[config.mk]
export PLATFORM = sky130hd
export DESIGN_NAME = motor_uart_top_level
export DESIGN_NICKNAME = d
export VERILOG_FILES = /design/src/rtl/motor_uart_pkg.sv /design/src/rtl/motor_uart_top_level_uart_tx.sv /design/src/rtl/motor_uart_top_level.sv
export SDC_FILE = /design/constraint.sdc
export NUM_CORES = 1
export LEC_CHECK = 0
export ABC_CLOCK_PERIOD_IN_PS = 1900
export CAP_MARGIN = 15
export CORE_MARGIN = 10
export CORE_UTILIZATION = 58
export CTS_CLUSTER_DIAMETER = 100
export DETAILED_ROUTE_END_ITERATION = 10
export MAX_ROUTING_LAYER = met4
export PLACE_DENSITY = 0.84
export SYNTH_ARGS = -nofsm -noshare
export SYNTH_HDL_FRONTEND = slang
export SYNTH_SLANG_ARGS = --single-unit
[constraint.sdc]
create_clock -name CLOCK_50 -period 1.9 [get_ports CLOCK_50]
set_clock_uncertainty 0.1 [all_clocks]
set_input_delay 0.38 -clock CLOCK_50 [delete_from_list [all_inputs] [get_ports CLOCK_50]]
set_output_delay 0.38 -clock CLOCK_50 [all_outputs]
set_load 0.01 [all_outputs]
[src/rtl/motor_uart_pkg.sv]
// Shared definitions for the motor-command UART link: command codes, TX states,
// default baud divisor and the priority command encoder.
package motor_uart_pkg;

    localparam int DEFAULT_CLKS_PER_BIT = 434;

    localparam logic [7:0] CMD_STOP  = 8'h53;
    localparam logic [7:0] CMD_FWD   = 8'h46;
    localparam logic [7:0] CMD_BACK  = 8'h42;
    localparam logic [7:0] CMD_LEFT  = 8'h4C;
    localparam logic [7:0] CMD_RIGHT = 8'h52;

    typedef enum logic [2:0] {
        TX_IDLE,
        TX_START,
        TX_DATA,
        TX_PARITY,
        TX_STOP
    } tx_state_e;

    // Lowest set bit wins; an all-zero command is treated as stop.
    function automatic logic [7:0] encode_cmd(input logic [4:0] cmd);
        logic [7:0] code;
        if (cmd[0])      code = CMD_STOP;
        else if (cmd[1]) code = CMD_FWD;
        else if (cmd[2]) code = CMD_BACK;
        else if (cmd[3]) code = CMD_LEFT;
        else if (cmd[4]) code = CMD_RIGHT;
        else             code = CMD_STOP;
        return code;
    endfunction

endpackage

[src/rtl/motor_uart_top_level_uart_tx.sv]
// LSB-first UART transmitter with valid/ready byte input and a registered line output.
// Define MOTOR_UART_PARITY_EN to insert an even-parity bit between bit 7 and stop.
module uart_tx
    import motor_uart_pkg::*;
#(
    parameter int CLKS_PER_BIT = DEFAULT_CLKS_PER_BIT
) (
    input  logic       clk,
    input  logic       rst_n,
    input  logic [7:0] tx_data,
    input  logic       tx_valid,
    output logic       tx_ready,
    output logic       tx_out
);

    localparam int CNT_W = $clog2(CLKS_PER_BIT);
    localparam logic [CNT_W-1:0] BAUD_LAST = CNT_W'(CLKS_PER_BIT - 1);

    tx_state_e        state_q, state_d;
    logic [CNT_W-1:0] baud_q, baud_d;
    logic [2:0]       bit_q, bit_d;
    logic [7:0]       data_q, data_d;
    logic             tx_q, tx_d;
    logic             baud_done;

    assign baud_done = (baud_q == BAUD_LAST);
    assign tx_ready  = (state_q == TX_IDLE);
    assign tx_out    = tx_q;

    // The line level for the next bit is registered on the edge that enters that bit.
    always_comb begin
        state_d = state_q;
        baud_d  = '0;
        bit_d   = bit_q;
        data_d  = data_q;
        tx_d    = tx_q;
        if (state_q != TX_IDLE && !baud_done) begin
            baud_d = baud_q + 1'b1;
        end
        case (state_q)
            TX_IDLE: begin
                tx_d = 1'b1;
                if (tx_valid) begin
                    state_d = TX_START;
                    data_d  = tx_data;
                    tx_d    = 1'b0;
                end
            end
            TX_START: begin
                if (baud_done) begin
                    state_d = TX_DATA;
                    tx_d    = data_q[0];
                end
            end
            TX_DATA: begin
                if (baud_done) begin
                    bit_d = bit_q + 1'b1;
                    if (bit_q == 3'd7) begin
`ifdef MOTOR_UART_PARITY_EN
                        state_d = TX_PARITY;
                        tx_d    = ^data_q;
`else
                        state_d = TX_STOP;
                        tx_d    = 1'b1;
`endif
                    end else begin
                        tx_d = data_q[bit_d];
                    end
                end
            end
`ifdef MOTOR_UART_PARITY_EN
            TX_PARITY: begin
                if (baud_done) begin
                    state_d = TX_STOP;
                    tx_d    = 1'b1;
                end
            end
`endif
            TX_STOP: begin
                if (baud_done) begin
                    state_d = TX_IDLE;
                    tx_d    = 1'b1;
                end
            end
            default: begin
                state_d = TX_IDLE;
                tx_d    = 1'b1;
            end
        endcase
    end

    always_ff @(posedge clk or negedge rst_n) begin
        if (!rst_n) begin
            state_q <= TX_IDLE;
            baud_q  <= '0;
            bit_q   <= '0;
            data_q  <= '0;
            tx_q    <= 1'b1;
        end else begin
            state_q <= state_d;
            baud_q  <= baud_d;
            bit_q   <= bit_d;
            data_q  <= data_d;
            tx_q    <= tx_d;
        end
    end

endmodule

[src/rtl/motor_uart_top_level.sv]
// Board top: synchronizes trigger/command, encodes a command byte on each trigger rising
// edge and queues it (one deep, last wins) for the UART transmitter driving gpio.
module motor_uart_top_level
    import motor_uart_pkg::*;
#(
    parameter int CLKS_PER_BIT = DEFAULT_CLKS_PER_BIT
) (
    input  logic       CLOCK_50,
    input  logic       reset,
    input  logic [4:0] motor_cmd,
    input  logic       trigger,
    output logic       gpio
);

    logic       trig_s1_q, trig_s2_q, trig_prev_q;
    logic [4:0] cmd_s1_q, cmd_s2_q;
    logic       pend_valid_q, pend_valid_d;
    logic [7:0] pend_byte_q, pend_byte_d;
    logic       trig_rise;
    logic       tx_ready;

    assign trig_rise = trig_s2_q & ~trig_prev_q;

    // A capture in the same cycle the transmitter takes the old byte leaves the new one pending.
    always_comb begin
        pend_valid_d = pend_valid_q;
        pend_byte_d  = pend_byte_q;
        if (pend_valid_q && tx_ready) begin
            pend_valid_d = 1'b0;
        end
        if (trig_rise) begin
            pend_valid_d = 1'b1;
            pend_byte_d  = encode_cmd(cmd_s2_q);
        end
    end

    always_ff @(posedge CLOCK_50 or negedge reset) begin
        if (!reset) begin
            trig_s1_q    <= 1'b0;
            trig_s2_q    <= 1'b0;
            trig_prev_q  <= 1'b0;
            cmd_s1_q     <= '0;
            cmd_s2_q     <= '0;
            pend_valid_q <= 1'b0;
            pend_byte_q  <= '0;
        end else begin
            trig_s1_q    <= trigger;
            trig_s2_q    <= trig_s1_q;
            trig_prev_q  <= trig_s2_q;
            cmd_s1_q     <= motor_cmd;
            cmd_s2_q     <= cmd_s1_q;
            pend_valid_q <= pend_valid_d;
            pend_byte_q  <= pend_byte_d;
        end
    end

    uart_tx #(
        .CLKS_PER_BIT(CLKS_PER_BIT)
    ) u_uart_tx (
        .clk      (CLOCK_50),
        .rst_n    (reset),
        .tx_data  (pend_byte_q),
        .tx_valid (pend_valid_q),
        .tx_ready (tx_ready),
        .tx_out   (gpio)
    );

endmodule

==> impl_metrics.json, run 1 <==
{
  "outcome": "completed",
  "grt_first_pass_wirelength_um": 5181,
  "tritoncts": "yes",
  "area_growth_pct": 8.610,
  "synth_warnings": 0,
  "die_w_um": 75.29,
  "critPathKind": "reg -> reg",
  "ios": 9,
  "synth.top_cell.area_share_pct": 57.87,
  "dp_hpwl_um": 2051,
  "slew_headroom_pct": 66.55,
  "seq_area_frac_synth_pct": 59.35,
  "die_y_um": 75.29,
  "drtPass1Iterations": 4,
  "synth_top_area_cell": "dfrtp_1",
  "dr_total_vias": 1053,
  "drc": 0,
  "dp_slack_ns": 0.1576,
  "final.period_utilization_pct": 92.50,
  "cp-startpoint": "u_uart_tx.bit_q[0]",
  "dp.cells": 182,
  "postRouteAntennaNets": 0,
  "p_leak_nw": 0.8748,
  "syn_area_per_cell_um2": 12.31,
  "hold_path_class": "reg -> reg",
  "max_slew.worst_pin.slew_ns": 0.5018,
  "synthCells": 144,
  "cts_buffers": 5,
  "drt-total-wl_um": 2804,
  "worst_setup_path_start_kind": "register",
  "maxCapViolCount": 0,
  "clockBufferDepth": 2,
  "place.gp.congestion": 0.7916,
  "min_from": "cmd_s1_q[3]",
  "grt_max_degree": 43,
  "grt_overflow_total": 0,
  "die-area_um2": 5669,
  "synth_cell_type_count": 39,
  "required_ns": 2.10,
  "final_nets": 169,
  "critical_path_arrival_ns": 1.95,
  "cts_sinks": 42,
  "htreeDepth": 2,
  "fp.coreArea_um2": 2978,
  "synth_area_leaders": "dfrtp_1, mux2_2, nor2_1",
  "postCtsSetupRepairBufs": 0,
  "fin_crit_ns": 1.757,
  "crit_fanout": 5,
  "drive_gt1_share_pct": 17.72,
  "r2r-start": "u_uart_tx.bit_q[0]",
  "hold_viol": 0,
  "max_freq_ghz": 0.5690,
  "grt_util_all_layers_pct": 12.44,
  "drtIter0Drc": 57,
  "synth_edf_count": 0,
  "placed_area_um2": 1858,
  "synth_seq_cells": 42,
  "port_buffers": 8,
  "start_util_pct": 59.54,
  "stdcell_area_um2": 1926,
  "power_density_nw_per_um2": 1055,
  "path_clk_slew_ns": 0.14,
  "final_cell_mix": "dfrtp_1, nor2_1, nand2_1, inv_1",
  "wire_per_inst_um": 14.68,
  "synth_fp_nets": 156,
  "cts_root_buf": "clkbuf_4",
  "finalSetupViolCount": 0,
  "maxSlewViolCount": 0,
  "finalSetupTns_ns": 0,
  "synth-main-ff-cell": "dfrtp_1",
  "antenna_cells": 0,
  "grt_pass1_vias": 1181,
  "setup_slack_ns": 0.1426,
  "fin_cells": 191,
  "drt-vias-per-instance": 5.513,
  "layout_commonest_cell": "dfrtp_1",
  "synthArstFlopShare_pct": 100.0,
  "syn_area_um2": 1773,
  "end_kind": "register",
  "antenna_found_initial": 0,
  "rsz0062_at_grt": "no",
  "clkLatencyLatePin_ns": 0.36,
  "ir_worst_vdd_uv": 812.5,
  "power_mw": 2.031,
  "row_count": 20
}
[metrics by stage]
step / hold slack [ns] / utilization, %
floorplan: -0.01559 / -
global placement: 0.2317 / 62.40
detailed placement: 0.2358 / 62.40
CTS: 0.2653 / 64.66
global route: 0.2701 / 64.66
finish: 0.2609 / 64.66
[registers in the layout (all words and copies together), names as in the netlist, 3 cells and up]
| name | flops |
|---|---|
| cmd_s1_q | 5 |
| cmd_s2_q | 5 |
| pend_byte_q | 6 |
| u_uart_tx.baud_q | 9 |
| u_uart_tx.bit_q | 3 |
| u_uart_tx.data_q | 6 |
| u_uart_tx.state_q | 3 |
[where the power goes]
part	switching, mW	internal (mW)
clock	0.302	0.144
sequential	0.128	1.06
combinational	0.194	0.203
[logic make-up (layout without fill, tap and decap cells)]
kind of cell    count (synthesis)  after routing  share of synthesized area, %
compound gates                 16             16                         6.422
xor+xnor                        9              9                         4.446
fa+ha+maj                       4              4                         2.823
buf+inv                        14             28                         4.728
flops                          42             42                         59.35
mux                            11             11                         7.198
simple gates                   48             48                         15.03
[what timing repair did]
item | CTS | global route
gates resized for setup | 1 | 1
endpoints found under the setup margin | 1 | 5
hold buffers | 1 | 0
hold endpoints to repair | 41 | 0
[per-layer routing]
| metal | part of all wire [%] | wire (um) | vias up | track usage [%] |
|---|---|---|---|---|
| met1 | 43 | 1193 | 515 | 13.13 |
| met5 | 0 | 0 | - | - |
| met3 | 5.4 | 152 | 7 | 5.469 |
| met4 | 1.4 | 40 | 0 | 5.155 |
| met2 | 51 | 1418 | 19 | 20.02 |
| li1 | - | - | 512 | - |
[worst max-delay path, cell delays in order (launching register included)]
cell and delay, ns:
dfrtp_1 0.46, ha_1 0.41, mux2i_1 0.21, nor2_1 0.07, o41ai_1 0.34, a31oi_1 0.12
[final timing paths]
| kind | endpoint | slack [ns] | cells past startpoint |
|---|---|---|---|
| max | u_uart_tx.tx_out | 0.14 | 5 |
| min | cmd_s2_q[3] | 0.26 | 0 |
| max reg2reg | u_uart_tx.tx_out | 0.14 | 5 |
| min reg2reg | cmd_s2_q[3] | 0.26 | 0 |
| max in group asynchronous | u_uart_tx.tx_out | 0.85 | 3 |
| min in group asynchronous | u_uart_tx.data_q[0] | 0.49 | 3 |
[final cells by class]
cell class | count | area [um^2]
flip-flops and latches | 42 | 1052
repair buffers | 12 | 106.4
clock inverters | 3 | 21.27
clock buffers | 5 | 37.54
well taps | 33 | 41.29
multi-input cells | 88 | 636.9
inverters | 8 | 30.03
fillers | 231 | 1052
[cell usage after synthesis, drive strengths merged, types with 2 or more instances]
library cell,count
buf,5
nand2b,3
o31ai,2
nor2,15
mux2,8
mux2i,3
a211o,2
nor3,6
a21oi,4
xor2,3
nand3,4
inv,8
dfrtp,41
nor3b,2
ha,4
o21ai,3
nand2,9
xnor2,6
No activity file was read; power rests on OpenSTA's default activity.
==> run 2: changes to the inputs <==
--- a/config.mk
+++ b/config.mk
@@ -15,4 +15,5 @@
 export PLACE_DENSITY = 0.84
 export SYNTH_ARGS = -nofsm -noshare
 export SYNTH_HDL_FRONTEND = slang
+export SYNTH_HIERARCHICAL = 1
 export SYNTH_SLANG_ARGS = --single-unit
==> run 2 against run 1 <==
  * The run now ends with negative setup slack left
  * Clock-buffer cell count rose by 2
  * Routed wire length rose by 3.0%
  * Via count rose by 1.7%
  * Critical path type unchanged
  * Critical endpoint is now u_uart_tx/tx_out
==> impl_metrics.json, run 2 <==
{
  "start_util_pct": 60.33,
  "maxSlewViolCount": 0,
  "syn_area_per_cell_um2": 12.43,
  "power_density_nw_per_um2": 1051,
  "max_freq_ghz": 0.4838,
  "maxCapViolCount": 0,
  "rsz0062_at_grt": "yes",
  "max_slew.worst_pin.slew_ns": 0.5336,
  "wl_met3_um": 137,
  "cts_sinks": 44,
  "slew_headroom_pct": 64.43,
  "syn_area_um2": 1827,
  "met2_length_um": 1459,
  "top_regs": "u_uart_tx/baud_q (9), u_uart_tx/data_q (8), pend_byte_q (6)",
  "die_y_um": 76.12,
  "seq_area_frac_synth_pct": 60.34,
  "ir_worst_vdd_uv": 789.8,
  "grt_util_all_layers_pct": 11.18,
  "top_register": "u_uart_tx/baud_q",
  "ff_latch_area_um2": 1102,
  "finalSetupTns_ns": -0.1672,
  "finalSetupViolCount": 1,
  "critical_path_arrival_ns": 2.24,
  "critPathKind": "reg -> reg",
  "antenna_cells": 0,
  "htreeDepth": 2,
  "clkLatencyLatePin_ns": 0.35,
  "setup_slack_ns": -0.1672,
  "synth.top_cell.area_share_pct": 58.90,
  "final_cell_mix": "dfrtp_1, nor2_1, nand2_1, mux2_1",
  "fp.coreArea_um2": 3028,
  "place.gp.congestion": 0.8515,
  "dp_hpwl_um": 2093,
  "p_leak_nw": 0.9027,
  "grt_overflow_total": 0,
  "utilization_pct": 68.39,
  "drtPass1Iterations": 4,
  "worst_setup_path_start_kind": "register",
  "row_count": 20,
  "fin_crit_ns": 2.067,
  "holdWs_ns": 0.2587,
  "dr_total_vias": 1071,
  "postCtsSetupRepairBufs": 0,
  "synth_area_leaders": "dfrtp_1, mux2_1, nor2_1",
  "top_layer": "met4",
  "grt_max_degree": 45,
  "required_ns": 2.08,
  "drt-total-wl_um": 2889,
  "antenna_found_initial": 0,
  "drt-vias-per-instance": 5.149,
  "cts_buffers": 5,
  "clockBufferDepth": 2,
  "die_w_um": 76.12,
  "synth_edf_count": 0,
  "postRouteAntennaNets": 0,
  "yosysMostFrequentCell": "dfrtp_1",
  "drt-met1-wl_um": 1234,
  "final.period_utilization_pct": 108.8,
  "path_clk_slew_ns": 0.12,
  "nFillCells": 224,
  "multi_input_area_um2": 725.7,
  "outcome": "finished, violations left",
  "area_growth_pct": 13.36,
  "drtIter0Drc": 64,
  "synth_cell_type_count": 37,
  "port_buffers": 8,
  "synth-main-ff-cell": "dfrtp_1",
  "tritoncts": "yes",
  "grt_pass1_vias": 1143,
  "crit_fanout": 5,
  "synth_warnings": 6,
  "drc": 0,
  "ios": 9,
  "grt_first_pass_wirelength_um": 5119,
  "end_kind": "register",
  "synth_seq_cells": 44,
  "violations": "negative setup slack",
  "synthArstFlopShare_pct": 100.0,
  "netlist_top_cells_count": "dfrtp_1, nor2_1, mux2_1",
  "hold_path_class": "reg -> reg",
  "synthCells": 147,
  "die-area_um2": 5794,
  "largest_reg_flops": 9,
  "final_nets": 175,
  "hold_viol": 0,
  "synth_top_area_cell": "dfrtp_1",
  "cts_root_buf": "clkbuf_4",
  "wire_per_inst_um": 13.89,
  "drive_gt1_share_pct": 17.07,
  "layout_commonest_cell": "dfrtp_1"
}
==> run 2: cell types whose count changed after synthesis, moves of 3 or more <==
cell     delta
buf_2       +4
o21ai_0     -3
mux2i_1     -3
mux2_2      -4
buf_6       -4
inv_1       -5
mux2_1     +12
nor2_1      +3
==> run 2: final timing paths <==
check                                   start                  end  slack (ns)  depth (start not counted)
setup reg to reg           u_uart_tx/bit_q[1]     u_uart_tx/tx_out       -0.17                          6
hold / removal                    cmd_s1_q[3]          cmd_s2_q[3]        0.26                          0
hold reg to reg                   cmd_s1_q[3]          cmd_s2_q[3]        0.26                          0
setup / recovery           u_uart_tx/bit_q[1]     u_uart_tx/tx_out       -0.17                          6
max in group asynchronous               reset     u_uart_tx/tx_out        0.81                          3
min in group asynchronous               reset  u_uart_tx/data_q[7]        0.52                          3
==> run 2: report_power, final <==
group | total (mW) | switching [mW] | internal, mW
registers | 1.27 | 0.146 | 1.12
logic | 0.447 | 0.206 | 0.242
clock network | 0.459 | 0.277 | 0.181
==> run 2: critical path, cell delays in order, from the launching register on <==
cell	delay (ns)
dfrtp_1	0.40
ha_2	0.20
ha_4	0.31
mux2_4	0.30
mux4_2	0.47
o21ai_2	0.12
a31oi_1	0.09
==> run 2: cell families after synthesis <==
group	after synthesis	share of synthesized area, %
other	1	0.2053
buffers and inverters	8	1.986
multiplexers	15	9.863
AO/OA/AOI/OAI	14	4.863
XOR/XNOR	10	4.794
AND/OR/NAND/NOR	51	15.21
flip-flops	44	60.34
adder cells (fa/ha/maj)	4	2.740
==> run 2: cell type report <==
class	count	share of cell area, %
clock buffer	7	2.659
sequential	44	53.23
tap	44	2.659
timing repair buffer	13	5.498
multi-input combinational	96	35.05
clock inverter	1	0.3625
inverter	3	0.5438
==> run 2: per-stage QoR <==
stage	std cells	area, um^2	power (mW)	setup WS [ns]
floorplan	148	1846	1.564	-0.1123
global placement	199	1981	1.673	-0.1055
detailed placement	199	1981	1.718	-0.1705
CTS	208	2063	2.195	-0.1752
global route	208	2071	2.331	-0.2439
finish	208	2071	2.177	-0.1672
==> run 2: per-layer routing <==
metal  vias to the layer above  track usage [%]
li1                        522                -
met1                       522            11.78
met2                        20            18.20
met3                         7            4.717
met4                         0            4.461
met5                         -                -
==> run 2: timing repair <==
item,CTS,global route
endpoints found under the hold margin,43,0
resized for setup,4,2
hold buffers,1,0
endpoints found under the setup margin,2,1
